$ cat src/rtl/sevseg_muxn.sv
// Multiplexed N-digit hex seven-segment driver.
// Each digit gets a fixed slot: a short blanking interval (ghost suppression)
// followed by the lit interval. Inputs are snapshotted once per frame so a
// frame never mixes old and new values. All display outputs are registered.
module sevseg_muxn #(
  parameter int NDIGITS      = 4,
  parameter int SLOT_CYCLES  = 48000,
  parameter int BLANK_CYCLES = 480
) (
  input  logic                   clk,
  input  logic                   reset_n,
  input  logic                   en,
  input  logic [4*NDIGITS-1:0]   digits,
  input  logic [NDIGITS-1:0]     dp,
  input  logic                   lz_en,
  output logic [6:0]             seg,
  output logic                   seg_dp,
  output logic [NDIGITS-1:0]     anode,
  output logic                   frame_done
);

  localparam int CW = $clog2(SLOT_CYCLES);
  localparam int IW = $clog2(NDIGITS);

  typedef enum logic [1:0] {IDLE, BLANK, SHOW} state_t;

  state_t                    state_q, state_d;
  logic [CW-1:0]             cnt_q, cnt_d;
  logic [IW-1:0]             idx_q, idx_d;
  logic                      snap;
  logic                      fd_d;

  logic [NDIGITS-1:0][3:0]   dig_snap;
  logic [NDIGITS-1:0]        dp_snap;
  logic                      lz_snap;

  logic [NDIGITS-1:0]        blank_dig;
  logic                      zero_hi;
  logic [3:0]                nib;
  logic [6:0]                seg_dec;
  logic [6:0]                seg_d;
  logic                      seg_dp_d;
  logic [NDIGITS-1:0]        anode_d;

  // Next-state: slot timing, digit index advance, snapshot and frame pulse.
  always_comb begin
    state_d = state_q;
    cnt_d   = cnt_q;
    idx_d   = idx_q;
    snap    = 1'b0;
    fd_d    = 1'b0;
    case (state_q)
      IDLE: begin
        if (en) begin
          state_d = BLANK;
          cnt_d   = '0;
          idx_d   = '0;
          snap    = 1'b1;
        end
      end
      BLANK: begin
        if (!en) begin
          state_d = IDLE;
          cnt_d   = '0;
          idx_d   = '0;
        end else begin
          cnt_d = cnt_q + CW'(1);
          if (cnt_q == CW'(BLANK_CYCLES - 1)) state_d = SHOW;
        end
      end
      SHOW: begin
        if (!en) begin
          state_d = IDLE;
          cnt_d   = '0;
          idx_d   = '0;
        end else if (cnt_q == CW'(SLOT_CYCLES - 1)) begin
          state_d = BLANK;
          cnt_d   = '0;
          if (idx_q == IW'(NDIGITS - 1)) begin
            idx_d = '0;
            snap  = 1'b1;
            fd_d  = 1'b1;
          end else begin
            idx_d = idx_q + IW'(1);
          end
        end else begin
          cnt_d = cnt_q + CW'(1);
        end
      end
      default: begin
        state_d = IDLE;
        cnt_d   = '0;
        idx_d   = '0;
      end
    endcase
  end

  // State, counter and index registers.
  always_ff @(posedge clk or negedge reset_n) begin
    if (!reset_n) begin
      state_q <= IDLE;
      cnt_q   <= '0;
      idx_q   <= '0;
    end else begin
      state_q <= state_d;
      cnt_q   <= cnt_d;
      idx_q   <= idx_d;
    end
  end

  // Frame snapshot; the only place the display inputs are sampled.
  always_ff @(posedge clk or negedge reset_n) begin
    if (!reset_n) begin
      dig_snap <= '0;
      dp_snap  <= '0;
      lz_snap  <= 1'b0;
    end else if (snap) begin
      dig_snap <= digits;
      dp_snap  <= dp;
      lz_snap  <= lz_en;
    end
  end

  // Leading-zero mask: digit i>0 blanks when it and every higher digit are 0.
  always_comb begin
    zero_hi   = 1'b1;
    blank_dig = '0;
    for (int i = NDIGITS - 1; i >= 1; i--) begin
      zero_hi      = zero_hi & (dig_snap[i] == 4'h0);
      blank_dig[i] = lz_snap & zero_hi;
    end
  end

  // Single hex decoder, fed from the snapshot of the digit about to be shown.
  always_comb begin
    nib = dig_snap[idx_d];
    case (nib)
      4'h0: seg_dec = 7'b1000000;
      4'h1: seg_dec = 7'b1111001;
      4'h2: seg_dec = 7'b0100100;
      4'h3: seg_dec = 7'b0110000;
      4'h4: seg_dec = 7'b0011001;
      4'h5: seg_dec = 7'b0010010;
      4'h6: seg_dec = 7'b0000010;
      4'h7: seg_dec = 7'b1111000;
      4'h8: seg_dec = 7'b0000000;
      4'h9: seg_dec = 7'b0010000;
      4'hA: seg_dec = 7'b0001000;
      4'hB: seg_dec = 7'b0000011;
      4'hC: seg_dec = 7'b1000110;
      4'hD: seg_dec = 7'b0100001;
      4'hE: seg_dec = 7'b0000110;
      default: seg_dec = 7'b0001110;
    endcase
  end

  // Output values for the upcoming state; off unless entering/staying in SHOW.
  always_comb begin
    seg_d    = 7'h7F;
    seg_dp_d = 1'b1;
    anode_d  = '1;
    if (state_d == SHOW) begin
      anode_d  = ~(NDIGITS'(1) << idx_d);
      seg_d    = blank_dig[idx_d] ? 7'h7F : seg_dec;
      seg_dp_d = ~dp_snap[idx_d];
    end
  end

  // Registered display outputs and frame pulse.
  always_ff @(posedge clk or negedge reset_n) begin
    if (!reset_n) begin
      seg        <= 7'h7F;
      seg_dp     <= 1'b1;
      anode      <= '1;
      frame_done <= 1'b0;
    end else begin
      seg        <= seg_d;
      seg_dp     <= seg_dp_d;
      anode      <= anode_d;
      frame_done <= fd_d;
    end
  end

endmodule

$ cat config.mk
export PLATFORM = sky130hd
export DESIGN_NAME = sevseg_muxn
export DESIGN_NICKNAME = d
export VERILOG_FILES = /design/src/rtl/sevseg_muxn.sv
export SDC_FILE = /design/constraint.sdc
export NUM_CORES = 1
export LEC_CHECK = 0
export CORE_ASPECT_RATIO = 1.75
export CORE_UTILIZATION = 36
export CTS_CLUSTER_DIAMETER = 120
export DETAILED_ROUTE_END_ITERATION = 8
export GPL_TIMING_DRIVEN = 0
export SYNTH_ARGS = -nofsm -noshare
export SYNTH_HDL_FRONTEND = slang
export SYNTH_SLANG_ARGS = --single-unit
$ cat constraint.sdc
create_clock -name clk -period 4.1 [get_ports clk]
set_clock_uncertainty 0.05 [all_clocks]
set_input_delay 0.615 -clock clk [delete_from_list [all_inputs] [get_ports clk]]
set_output_delay 0.615 -clock clk [all_outputs]
set_load 0.02 [all_outputs]
==> impl_metrics.tcl <==
set metrics [dict create \
    outcome "finished clean" \
    path_max_fanout 10 \
    whs_ns 0.273 \
    avgViaCountPerCell 5.44 \
    fin_crit_sh 0.891 \
    grt_overflow 0 \
    drt_wl_total_um 6360 \
    max-cap-violations 0 \
    path_delay_family "compound AO/OA/AOI/OAI gates" \
    syn_inst 264 \
    start_util 0.376 \
    wl_per_cell_um 16.0 \
    n_fill_cell 722 \
    synth_edf_count 0 \
    crit_path_frequent_cell "inv_1" \
    fin_crit_ns 3.65 \
    cts-buffers-inserted 5 \
    reg2reg_to "seg[3]" \
    cts_tree "yes" \
    netlist_area_um2 2870 \
    cts_root_buffer "clkbuf_16" \
    die_area_um2 8330 \
    ys_warn_count 0 \
    clk_pin_slew_worst_paths_ns 0.07 \
    cp.required_ns 4.25 \
    drive_gt1_frac 0.191 \
    hpwl_um 4890 \
    drt_iter0_markers 95 \
    stdcell_count 397 \
    placed_area_um2 3350 \
    p_clk_frac 0.256 \
    worst_slew_pin_slew_ns 0.801 \
    areaGrowthSynthToFinish_pct 22.4 \
    first_pass_iters 6 \
    leakagePower_nw 1.49 \
    grt_pass1_vias 2262 \
    p_int_mw 1.14 \
    slew_violations 0 \
    grt_pass1_wl_um 10800 \
    p_comb_frac 0.317 \
    finalSetupViolCount 0 \
    clock-sinks 54 \
    r2r_setup_slack_ns 0.45 \
    p_switching_mw 0.557 \
    critPathBufInv 4 \
    hold_class "in2async" \
    p_total_mw 1.70 \
    final-seq-area_um2 1370 \
    die_y_um 120 \
    postCtsHoldBufs 0 \
    layout.nets 344 \
    design_area_um2 3510 \
    ys_ff_latch 54 \
    synth_ff_type "dfrtp_1" \
    dr_total_vias 2159 \
    htree_levels 2 \
    end_kind "flop" \
    max-clock-path-buffers 2 \
    syn_nets 300 \
    layout_commonest_cell "dfrtp_1" \
    relSlewSlack 0.460 \
    finalSetupTns_ns 0 \
    cp-startpoint "state_q[1]" \
    gp_congestion 0.830 \
    die_w_um 69.4 \
    rsz0062_at_grt "no" \
    antenna_found_initial 0 \
    ir_drop_v 0.000336 \
    grt_usage 0.167 \
    cp.depth 13 \
    pwr-share-seq 0.427 \
    ff2ff_path_depth 13 \
    final_cell_mix "42 x dfrtp_1, 35 x clkdlybuf4s50_1, 25 x mux2_2, 23 x nand2_1, 16 x nor2_1" \
    postRouteAntennaNets 0 \
    route.detailed.drc 0 \
    dp.cells 389 \
    cp_slowest_stage_delay_ns 0.66 \
    core_um2 7620 \
    r2r-start "state_q[1]" \
    hold_viol 0 \
    swShare 0.328 \
    power_density_nw_per_um2 484 \
    critPathSlowestCell "o21ai_0" \
    crit_path_end "seg[3]" \
    avgSynthCellArea_um2 10.9 \
    fmax_ghz 0.274 \
    rows 42 \
    antenna_cells 0 \
    multi_input_area_um2 1420 \
    yosysSeqAreaShare 0.477 \
    clk-insertion-delay-late_ns 0.29 \
    grt_max_degree 31 \
    timing_worst_setup_path_type "reg2reg" \
    port_buffers 36 \
    crit_arrival_ns 3.81 \
    ys_types 55 \
    pin_count 37 \
    path_cells "inv_1 > ha_1 > nor2b_1 > clkbuf_1 > a22o_2 > mux2_2 > nand2_1 > o21ai_0 > inv_1 > ha_1 > inv_1 > a211oi_1 > o21ai_1" \
    critPathLaunchType "flop" \
    synthArstFlopShare 1.00 \
]
kinds of logic (layout without fill, tap and decap cells):
kind of cell / count (synthesis) / after routing / share of synthesized area
AOI/OAI and AO/OA: 57 / 57 / 0.131
buffers and inverters: 20 / 65 / 0.0293
muxes: 32 / 32 / 0.127
and+or+nand+nor: 81 / 81 / 0.159
xor gates and xnor gates: 8 / 8 / 0.0245
DFF: 54 / 54 / 0.477
adders and majority gates: 12 / 12 / 0.0524
sequential cells by signal (all words and copies together), names as in the netlist:
| signal | flops |
|---|---|
| cnt_q | 16 |
| dig_snap | 16 |
| seg | 7 |
| anode | 4 |
| dp_snap | 4 |
| idx_q | 2 |
| state_q | 2 |
| frame_done | 1 |
| lz_snap | 1 |
| seg_dp | 1 |
layout make-up:
class / instances / share of cell area
Multi-Input combinational cell: 190 / 0.405
Sequential cell: 54 / 0.390
Timing Repair Buffer: 37 / 0.107
Clock buffer: 6 / 0.0396
Tap cell: 88 / 0.0314
Inverter: 13 / 0.0139
Buffer: 7 / 0.00999
Clock inverter: 2 / 0.00357
worst reg2reg max path, delay by kind of cell, from the launching register on:
kind | cells | cell delay (ns)
compound gates | 4 | 1.25
simple gates | 2 | 0.27
buf+inv | 4 | 0.74
flops | 1 | 0.40
fa+ha+maj | 2 | 0.61
mux | 1 | 0.25
power groups by stage:
stage / Clock [mW] / Combinational, mW / Sequential [mW]
2_1_floorplan: 0 / 0.411 / 0.705
3_5_place_dp: 0 / 0.538 / 0.737
6_report: 0.434 / 0.538 / 0.725
5_1_grt: 0.470 / 0.601 / 0.740
4_1_cts: 0.449 / 0.540 / 0.726
3_3_place_gp: 0 / 0.526 / 0.734
layer usage:
layer	up-vias	track usage	routed length, um
met5	-	0	0
met4	0	0.0765	162
met3	10	0.0269	147
met2	35	0.328	3690
met1	1072	0.165	2360
li1	1042	-	-
repair_timing:
action | in CTS | in global routing
resized for setup | 0 | 2
setup buffers | 0 | 0
setup endpoints to repair | 0 | 3
cell usage after synthesis (all sizes together) (4+ instances only):
| master | instances | share of area |
|---|---|---|
| dfrtp | 42 | 0.37 |
| mux2 | 25 | 0.098 |
| nand2 | 23 | 0.030 |
| o21ai | 18 | 0.031 |
| nor2 | 16 | 0.021 |
| inv | 13 | 0.017 |
| a21oi | 12 | 0.021 |
| dfstp | 12 | 0.11 |
| ha | 12 | 0.052 |
| nand3 | 8 | 0.014 |
| mux2i | 7 | 0.029 |
| nor2b | 5 | 0.011 |
| and3 | 4 | 0.0092 |
| clkbuf | 4 | 0.0052 |
| nand4 | 4 | 0.014 |
| o31ai | 4 | 0.010 |
| xnor2 | 4 | 0.012 |
| xor2 | 4 | 0.012 |
worst min-delay path by stage:
stage	start	endpoint	slack [ns]	cells past startpoint
after floorplan	reset_n	cnt_q[0]	0.27	0
after global placement	lz_snap	lz_snap	0.43	1
after detailed placement	lz_snap	lz_snap	0.44	1
after CTS	reset_n	cnt_q[15]	0.29	1
after global routing	reset_n	cnt_q[2]	0.33	1
final	reset_n	cnt_q[15]	0.27	1
metrics by stage:
stage               setup slack (ns)   util
detailed placement           -0.0569  0.440
global placement             -0.0247  0.438
global route                  0.0559  0.460
CTS                            0.270  0.460
finish                         0.448  0.460
floorplan                       1.06      -
Power figures use the tool's default switching activity.
